**config.mk**
```make
export PLATFORM = sky130hd
export DESIGN_NAME = data_bus_initiator
export DESIGN_NICKNAME = d
export VERILOG_FILES = /design/src/rtl/data_bus_initiator.sv
export SDC_FILE = /design/constraint.sdc
export NUM_CORES = 1
export LEC_CHECK = 0
export ABC_AREA = 1
export BUFFER_PORTS_ARGS = -buffer_cell sky130_fd_sc_hd__clkbuf_2
export CORE_ASPECT_RATIO = 0.5
export CORE_MARGIN = 2
export CORE_UTILIZATION = 24
export CTS_BUF_LIST = sky130_fd_sc_hd__clkbuf_2 sky130_fd_sc_hd__clkbuf_4 sky130_fd_sc_hd__clkbuf_8
export CTS_CLUSTER_DIAMETER = 200
export DETAILED_ROUTE_END_ITERATION = 10
export PLACE_DENSITY_LB_ADDON = 0.1
export SYNTH_ARGS = -nofsm -noshare
export SYNTH_HDL_FRONTEND = slang
export SYNTH_SLANG_ARGS = --single-unit
```
**constraint.sdc**
```tcl
create_clock -name CLK_I -period 7.6 [get_ports CLK_I]
set_clock_uncertainty 0.15 [all_clocks]
set_input_delay 1.14 -clock CLK_I [delete_from_list [all_inputs] [get_ports CLK_I]]
set_output_delay 1.14 -clock CLK_I [all_outputs]
set_load 0.005 [all_outputs]
```
**src/rtl/data_bus_initiator.sv**
```systemverilog
`default_nettype none
// ============================================================================
// Module   : data_bus_initiator
// Purpose  : Converts one core load/store request into a single
//            CYC/STB/WE/SEL bus transaction. It handles byte-lane steering,
//            load sign/zero extension, misalignment rejection and an ACK
//            timeout.
// Ports    : CLK_I, RST_I        - clock, asynchronous active-high reset
//            rd_en, wr_en        - load / store request (store wins)
//            addr, size          - byte address, log2 access size in bytes
//            unsigned_load       - zero-extend (1) or sign-extend (0) loads
//            wr_data             - right-aligned store data
//            rd_data             - extended load result, held until next load
//            busy, done          - in-flight flag, one-cycle completion pulse
//            misaligned          - completion status pulse, sent with done
//            bus_error           - completion status pulse, sent with done
//            CYC_O, STB_O, WE_O  - bus cycle controls
//            SEL_O, ADR_O, DAT_O - lane selects, aligned address, write data
//            DAT_I, ACK_I        - responder read data and acknowledge
// Revision : 1.0 - initial release
// ============================================================================
module data_bus_initiator #(
    parameter int ADDR_SIZE      = 64,
    parameter int DATA_SIZE      = 64,
    parameter int TIMEOUT_CYCLES = 64
) (
    input  logic                 CLK_I,
    input  logic                 RST_I,
    input  logic                 rd_en,
    input  logic                 wr_en,
    input  logic [ADDR_SIZE-1:0] addr,
    input  logic [1:0]           size,
    input  logic                 unsigned_load,
    input  logic [DATA_SIZE-1:0] wr_data,
    output logic [DATA_SIZE-1:0] rd_data,
    output logic                 busy,
    output logic                 done,
    output logic                 misaligned,
    output logic                 bus_error,
    output logic                 CYC_O,
    output logic                 STB_O,
    output logic                 WE_O,
    output logic [7:0]           SEL_O,
    output logic [ADDR_SIZE-1:0] ADR_O,
    output logic [DATA_SIZE-1:0] DAT_O,
    input  logic [DATA_SIZE-1:0] DAT_I,
    input  logic                 ACK_I
);

    // The counter only has to reach TIMEOUT_CYCLES-1; the abort happens on
    // the following un-acknowledged edge.
    localparam int CNT_W     = (TIMEOUT_CYCLES > 1) ? $clog2(TIMEOUT_CYCLES) : 1;
    localparam int TO_LAST_I = (TIMEOUT_CYCLES > 0) ? (TIMEOUT_CYCLES - 1) : 0;
    localparam logic [CNT_W-1:0] CNT_LAST = CNT_W'(TO_LAST_I);

    typedef enum logic [1:0] {
        ST_IDLE = 2'd0,
        ST_WAIT = 2'd1,
        ST_RESP = 2'd2
    } state_t;

    state_t                 state_q, state_d;
    logic                   cyc_q, cyc_d;
    logic                   we_q, we_d;
    logic [7:0]             sel_q, sel_d;
    logic [ADDR_SIZE-1:0]   adr_q, adr_d;
    logic [DATA_SIZE-1:0]   dat_o_q, dat_o_d;
    logic [DATA_SIZE-1:0]   rd_data_q, rd_data_d;
    logic [2:0]             off_q, off_d;
    logic [1:0]             size_q, size_d;
    logic                   uns_q, uns_d;
    logic                   busy_q, busy_d;
    logic                   done_q, done_d;
    logic                   mis_q, mis_d;
    logic                   berr_q, berr_d;
    logic [CNT_W-1:0]       cnt_q, cnt_d;

    logic                   w_req;
    logic                   w_misalign;
    logic [7:0]             w_sel_base;
    logic [DATA_SIZE-1:0]   w_shifted;
    logic [DATA_SIZE-1:0]   w_load;
    logic                   w_timeout_hit;

    assign w_req = rd_en | wr_en;

    // Access is misaligned when the byte offset is not a multiple of the
    // access size.
    always_comb begin
        w_misalign = 1'b0;
        w_sel_base = 8'h01;
        case (size)
            2'd0: begin w_misalign = 1'b0;        w_sel_base = 8'h01; end
            2'd1: begin w_misalign = addr[0];     w_sel_base = 8'h03; end
            2'd2: begin w_misalign = |addr[1:0];  w_sel_base = 8'h0F; end
            default: begin w_misalign = |addr[2:0]; w_sel_base = 8'hFF; end
        endcase
    end

    // Move the addressed lanes down to bit 0, then extend to the full width.
    always_comb begin
        w_shifted = DAT_I >> {off_q, 3'b000};
        w_load    = w_shifted;
        case (size_q)
            2'd0: w_load = uns_q ? {{(DATA_SIZE-8){1'b0}},  w_shifted[7:0]}
                                 : {{(DATA_SIZE-8){w_shifted[7]}},  w_shifted[7:0]};
            2'd1: w_load = uns_q ? {{(DATA_SIZE-16){1'b0}}, w_shifted[15:0]}
                                 : {{(DATA_SIZE-16){w_shifted[15]}}, w_shifted[15:0]};
            2'd2: w_load = uns_q ? {{(DATA_SIZE-32){1'b0}}, w_shifted[31:0]}
                                 : {{(DATA_SIZE-32){w_shifted[31]}}, w_shifted[31:0]};
            default: w_load = w_shifted;
        endcase
    end

    assign w_timeout_hit = (TIMEOUT_CYCLES != 0) && (cnt_q == CNT_LAST);

    // Next-state and output logic
    always_comb begin
        state_d   = state_q;
        cyc_d     = cyc_q;
        we_d      = we_q;
        sel_d     = sel_q;
        adr_d     = adr_q;
        dat_o_d   = dat_o_q;
        rd_data_d = rd_data_q;
        off_d     = off_q;
        size_d    = size_q;
        uns_d     = uns_q;
        busy_d    = busy_q;
        cnt_d     = cnt_q;
        done_d    = 1'b0;
        mis_d     = 1'b0;
        berr_d    = 1'b0;

        case (state_q)
            ST_IDLE: begin
                if (w_req) begin
                    off_d  = addr[2:0];
                    size_d = size;
                    uns_d  = unsigned_load;
                    if (w_misalign) begin
                        // Rejected locally: no bus cycle, report on the next cycle.
                        we_d    = 1'b0;
                        done_d  = 1'b1;
                        mis_d   = 1'b1;
                        state_d = ST_RESP;
                    end else begin
                        we_d    = wr_en;
                        adr_d   = {addr[ADDR_SIZE-1:3], 3'b000};
                        sel_d   = w_sel_base << addr[2:0];
                        dat_o_d = wr_data << {addr[2:0], 3'b000};
                        cyc_d   = 1'b1;
                        busy_d  = 1'b1;
                        state_d = ST_WAIT;
                    end
                end
            end

            ST_WAIT: begin
                if (ACK_I) begin
                    // ACK takes priority over a simultaneous timeout.
                    if (!we_q) begin
                        rd_data_d = w_load;
                    end
                    cyc_d   = 1'b0;
                    we_d    = 1'b0;
                    busy_d  = 1'b0;
                    done_d  = 1'b1;
                    state_d = ST_RESP;
                end else if (w_timeout_hit) begin
                    cyc_d   = 1'b0;
                    we_d    = 1'b0;
                    busy_d  = 1'b0;
                    done_d  = 1'b1;
                    berr_d  = 1'b1;
                    state_d = ST_RESP;
                end else begin
                    cnt_d = cnt_q + CNT_W'(1);
                end
            end

            ST_RESP: begin
                cnt_d   = '0;
                state_d = ST_IDLE;
            end

            default: begin
                state_d = ST_IDLE;
            end
        endcase
    end

    always_ff @(posedge CLK_I or posedge RST_I) begin
        if (RST_I) begin
            state_q   <= ST_IDLE;
            cyc_q     <= 1'b0;
            we_q      <= 1'b0;
            sel_q     <= '0;
            adr_q     <= '0;
            dat_o_q   <= '0;
            rd_data_q <= '0;
            off_q     <= '0;
            size_q    <= '0;
            uns_q     <= 1'b0;
            busy_q    <= 1'b0;
            done_q    <= 1'b0;
            mis_q     <= 1'b0;
            berr_q    <= 1'b0;
            cnt_q     <= '0;
        end else begin
            state_q   <= state_d;
            cyc_q     <= cyc_d;
            we_q      <= we_d;
            sel_q     <= sel_d;
            adr_q     <= adr_d;
            dat_o_q   <= dat_o_d;
            rd_data_q <= rd_data_d;
            off_q     <= off_d;
            size_q    <= size_d;
            uns_q     <= uns_d;
            busy_q    <= busy_d;
            done_q    <= done_d;
            mis_q     <= mis_d;
            berr_q    <= berr_d;
            cnt_q     <= cnt_d;
        end
    end

    assign CYC_O      = cyc_q;
    assign STB_O      = cyc_q;
    assign WE_O       = we_q;
    assign SEL_O      = sel_q;
    assign ADR_O      = adr_q;
    assign DAT_O      = dat_o_q;
    assign rd_data    = rd_data_q;
    assign busy       = busy_q;
    assign done       = done_q;
    assign misaligned = mis_q;
    assign bus_error  = berr_q;

endmodule
`default_nettype wire

```
# Word level (Yosys, flattened, before mapping)

Index checks and enable logic that the tools add are counted.

Bitwise operators: 3
Equality and inequality tests: 12
Reduce and logical (&&, ||, !) cells: 14
Mux-type cells: 30
Add/subtract/negate cells: 1
Shift operators: 3

Operators with widths:

| operator                                                         | count |
|---|---|
| 64-bit 2-to-1 mux                                                | 3 |
| 64-bit one-hot mux with 3 select lines                           | 1 |
| 64-bit by 6-bit << shifter with 64-bit output                    | 1 |
| 64-bit by 6-bit >> shifter with 64-bit output                    | 1 |
| 8-bit one-hot mux with 3 select lines                            | 1 |
| 1-bit 2-to-1 mux                                                 | 13 |
| 6-bit 2-to-1 mux                                                 | 2 |
| 6-bit one-hot mux with 2 select lines                            | 1 |
| 3-bit AND reduction                                              | 4 |
| 2-bit 2-to-1 mux                                                 | 4 |
| 2-bit inequality test (second input constant)                    | 4 |
| 8-bit by 3-bit << shifter with 8-bit output                      | 1 |
| 6-bit by 1-bit adder with 6-bit output (second input constant)   | 1 |
| 2-bit by 1-bit == test with 1-bit output (second input constant) | 3 |
| 2-bit == test (second input constant)                            | 3 |
| 6-bit == test (second input constant)                            | 1 |
| 2-bit zero test                                                  | 3 |
| 1-bit one-hot mux with 2 select lines                            | 3 |
| 2-bit one-hot mux with 2 select lines                            | 1 |
| 2-bit AND reduction                                              | 2 |
| 4-bit AND reduction                                              | 1 |
| 2-bit nonzero test                                               | 2 |
| 3-bit inequality test (second input constant)                    | 1 |
| 1-bit one-hot mux with 3 select lines                            | 1 |
| other kinds (4)                                                  | 5 |

Logic and storage cells: 77
Register bits after elaboration: 216
Output and inout port bits: 207
Input bits: 200

# Logic depth before layout (Yosys ltp)

Word-level depth: 5
Mapped depth: 13
Depth with buffers taken out: 10

# Least setup slack after synthesis

Ideal clock, no wire load.

Path type: input-to-reg
Start: input port addr[1]
End: register dat_o_q[40] (netlist: DAT_O[40])
Stages on the path: 13
Buffers on the path: 3
Path slack: 5.034 ns
Data required time: 7.326 ns
Arrival: 2.292 ns
Setup time: 0.124 ns
Path through: buf_4 -> inv_4 -> nand2_4 -> inv_4 -> nand2_2 -> nand3_2 -> nand2_2 -> nor2_4 -> inv_2 -> buf_6 -> buf_2 -> nand2_1 -> nand2_1

Word-level cells in the longest chain between the ends: 4
Elaborated cells between the ends (all ways): 6
Those cells by class: shift (1); mux (1); bitwise (1); reduce/logical (3)

RTL lines:

| element                                                                               | line | text |
|---|---|---|
| start: declaration                                                                    | 31   | `input logic [ADDR_SIZE-1:0] addr,` |
| branches (longest 4 deep; another with 64-bit by 6-bit << shifter with 64-bit output) | --   |  |
| end signal: assignment                                                                | 216  | `dat_o_q <= dat_o_d;` |
| end: declaration                                                                      | 67   | `logic [DATA_SIZE-1:0] dat_o_q, dat_o_d;` |

Parallel ways; which one is timed is not known.
A chain may end at the register's enable or synchronous reset.

# Worst setup path after layout

Start: input port addr[1]
End: register dat_o_q[42] (netlist: DAT_O[42])

Same word-level chain as after synthesis.

==> results.toml <==
[cells_and_area]
fin_nets = 2200
mostFrequentLayoutCells = "636 x nand2_1, 403 x clkbuf_2, 216 x dfrtp_1"
area_growth_pct = 27.5
final_common_cell = "nand2_1"
n_fill_cell = 5498
drive_gt1_frac = 0.259

[clocking]
cts_resized = 0
cts.htree.levels = 2
cts_made_buffers = 38
clockBufferDepth = 3
cts.sinks = 216
cts.root.buffer_cell = "clkbuf_8"
clk_pin_slew_worst_paths_ns = 0.06
holdBufCountCts = 0
clk-insertion-delay-late_ns = 0.55
cts_setup_buffers = 0
tritoncts = "done"

[critical_path]
r2r-end = "rd_data[42]"
r2r_start = "state_q[1]"
worstPathRequired_ns = 7.93
end_kind = "register"
crit_fanout = 83
r2r_cells = 8
start_kind = "input port"
critPathLaunch = "addr[1]"
cp.arrival_ns = 4.12
ff2ff_setup_slack_ns = 4.53
critPathKind = "input port to register"
critical_path.endpoint = "DAT_O[42]"

[floorplanning]
die-area_um2 = 50500
die_h_um = 160
die_w_um = 316
row_count = 57
start_util = 0.242
core_um2 = 48300
io_pins = 407

[timing]
final.setup.tns_ns = 0
max_freq_mhz = 264
period_share = 0.498
grt_setup_unrepaired = "false"
drv_slew = 0
final-setup-viol-count = 0
slew_headroom = 0.303
tightest_slew_ns = 1.05
timing.final.crit_period_ns = 3.78
finalHoldViolCount = 0

[flow_run]
max-cap-violations = 0

[global_route]
grt.total_usage = 0.187
grt_pass1_vias = 12012
grt_overflow = 0
antenna_found_initial = 1
grt_pass1_wl_um = 72900
grt_max_degree = 113

[detailed_routing]
vias = 12150
drtIter0Drc = 791
viasPerCell = 4.54
wire_per_inst_um = 17.9
drc_errors = 0
routed_wl_um = 47900
drtAntennaViolNets = 0
dr.pass1.iters = 5

[outcome]
status = "finished, final reports clean"

[yosys]
synth_warnings = 0
syn_area_per_cell_um2 = 7.06
synth_area_um2 = 11700
yosys.area_share.simple = 0.332
synth_top_family_by_area = "simple AND/OR/NAND/NOR gates"
synth-xor-area-share = 0.00150
synthMuxAreaShare = 0
synth_compound_area_frac = 0.138
ys_ff_latch = 216
synthCells = 1654
yosys.area_share.adder = 0.00107
ys_seq_area_frac = 0.463
yosys.cell_types.count = 35

[power_and_ir_drop]
power_density_nw_per_um2 = 383
vdd_drop_max_uv = 119
p_leak_nw = 7.73
p_total_mw = 5.70

[placed_design]
place_congestion = 0.839
io_buffers = 403
dp_hpwl_um = 34700

[min_path]
hp-class = "register to register"
==> cell usage after synthesis, drive strengths merged <==
library cell  number  area, um^2
nand2            640        2420
dfrtp            216        5410
o21ai            215        1080
nor2             177         672
nand3            117         591
buf               65         364
a21oi             54         274
clkbuf            51         193
inv               49         189
o211ai            23         178
or2               20         125
nor3               8        45.0
o22a               6        52.6
a31oi              3        18.8
and2               2        12.5
o22ai              2        12.5
xor2               2        17.5
conb               1        3.75
ha                 1        12.5
nand4              1        6.26
nor3b              1        7.51
==> cells by family after synthesis <==
kind of cell / Yosys count
AO/OA/AOI/OAI: 303
XOR/XNOR: 2
adder cells (fa/ha/maj): 1
buffers and inverters: 165
flip-flops: 216
other: 1
AND/OR/NAND/NOR: 966
==> power breakdown <==
part	internal (mW)	total [mW]	switching, mW
Clock	0.623	1.15	0.529
Combinational	0.913	2.51	1.60
Sequential	1.67	2.04	0.365
Total	3.21	5.70	2.49
==> per-layer routing <==
layer	vias up	track usage	routed length (um)
li1	6022	-	-
met1	5801	0.229	19800
met2	245	0.331	24600
met3	82	0.0314	1970
met4	0	0.0605	1500
met5	-	0	0
==> cell type report <==
cell class	count	area [um^2]	share of cell area
inverters	49	199	0.0134
repair buffers	419	2150	0.144
diodes	1	2.50	0.000168
multi-input cells	1275	5540	0.372
flip-flops and latches	216	5410	0.363
well taps	649	812	0.0545
clock buffers	61	746	0.0501
clock inverters	6	38.8	0.00261
==> state kept, by name, indices dropped and copies added, names as in the netlist <==
register    cells
ADR_O          61
DAT_O          64
SEL_O           8
WE_O            1
bus_error       1
busy            1
cnt_q           6
done            1
misaligned      1
off_q           3
rd_data        64
size_q          2
state_q         2
uns_q           1
==> critical path: stages <==
cell and delay [ns]:
clkbuf_2 0.08, buf_4 0.28, inv_4 0.48, nand2_4 0.12, inv_4 0.15, nand2_2 0.07, nand3_2 0.08, nand2_2 0.08
nor2_4 0.40, buf_4 0.78, o211ai_1 0.22, nand2_1 0.12
==> per-stage QoR <==
step	std cells	utilization	area (um^2)	setup slack [ns]	hold WS [ns]
floorplan	1656	-	11700	0.402	0.315
global placement	2608	0.292	14100	3.32	0.306
detailed placement	2608	0.292	14100	3.28	0.308
CTS	2675	0.308	14900	3.86	0.324
global route	2676	0.308	14900	3.59	0.342
finish	2676	0.308	14900	3.82	0.316
==> worst min path at each step <==
stage	start	to	slack, ns	cells after the start
floorplan	ADR_O[41]	ADR_O[41]	0.31	2
global route	ADR_O[61]	ADR_O[61]	0.34	2
global placement	ADR_O[39]	ADR_O[39]	0.31	2
finish	ADR_O[48]	ADR_O[48]	0.32	2
CTS	ADR_O[39]	ADR_O[39]	0.32	2
detailed placement	ADR_O[44]	ADR_O[44]	0.31	2
(Power assumes the default switching activity.)
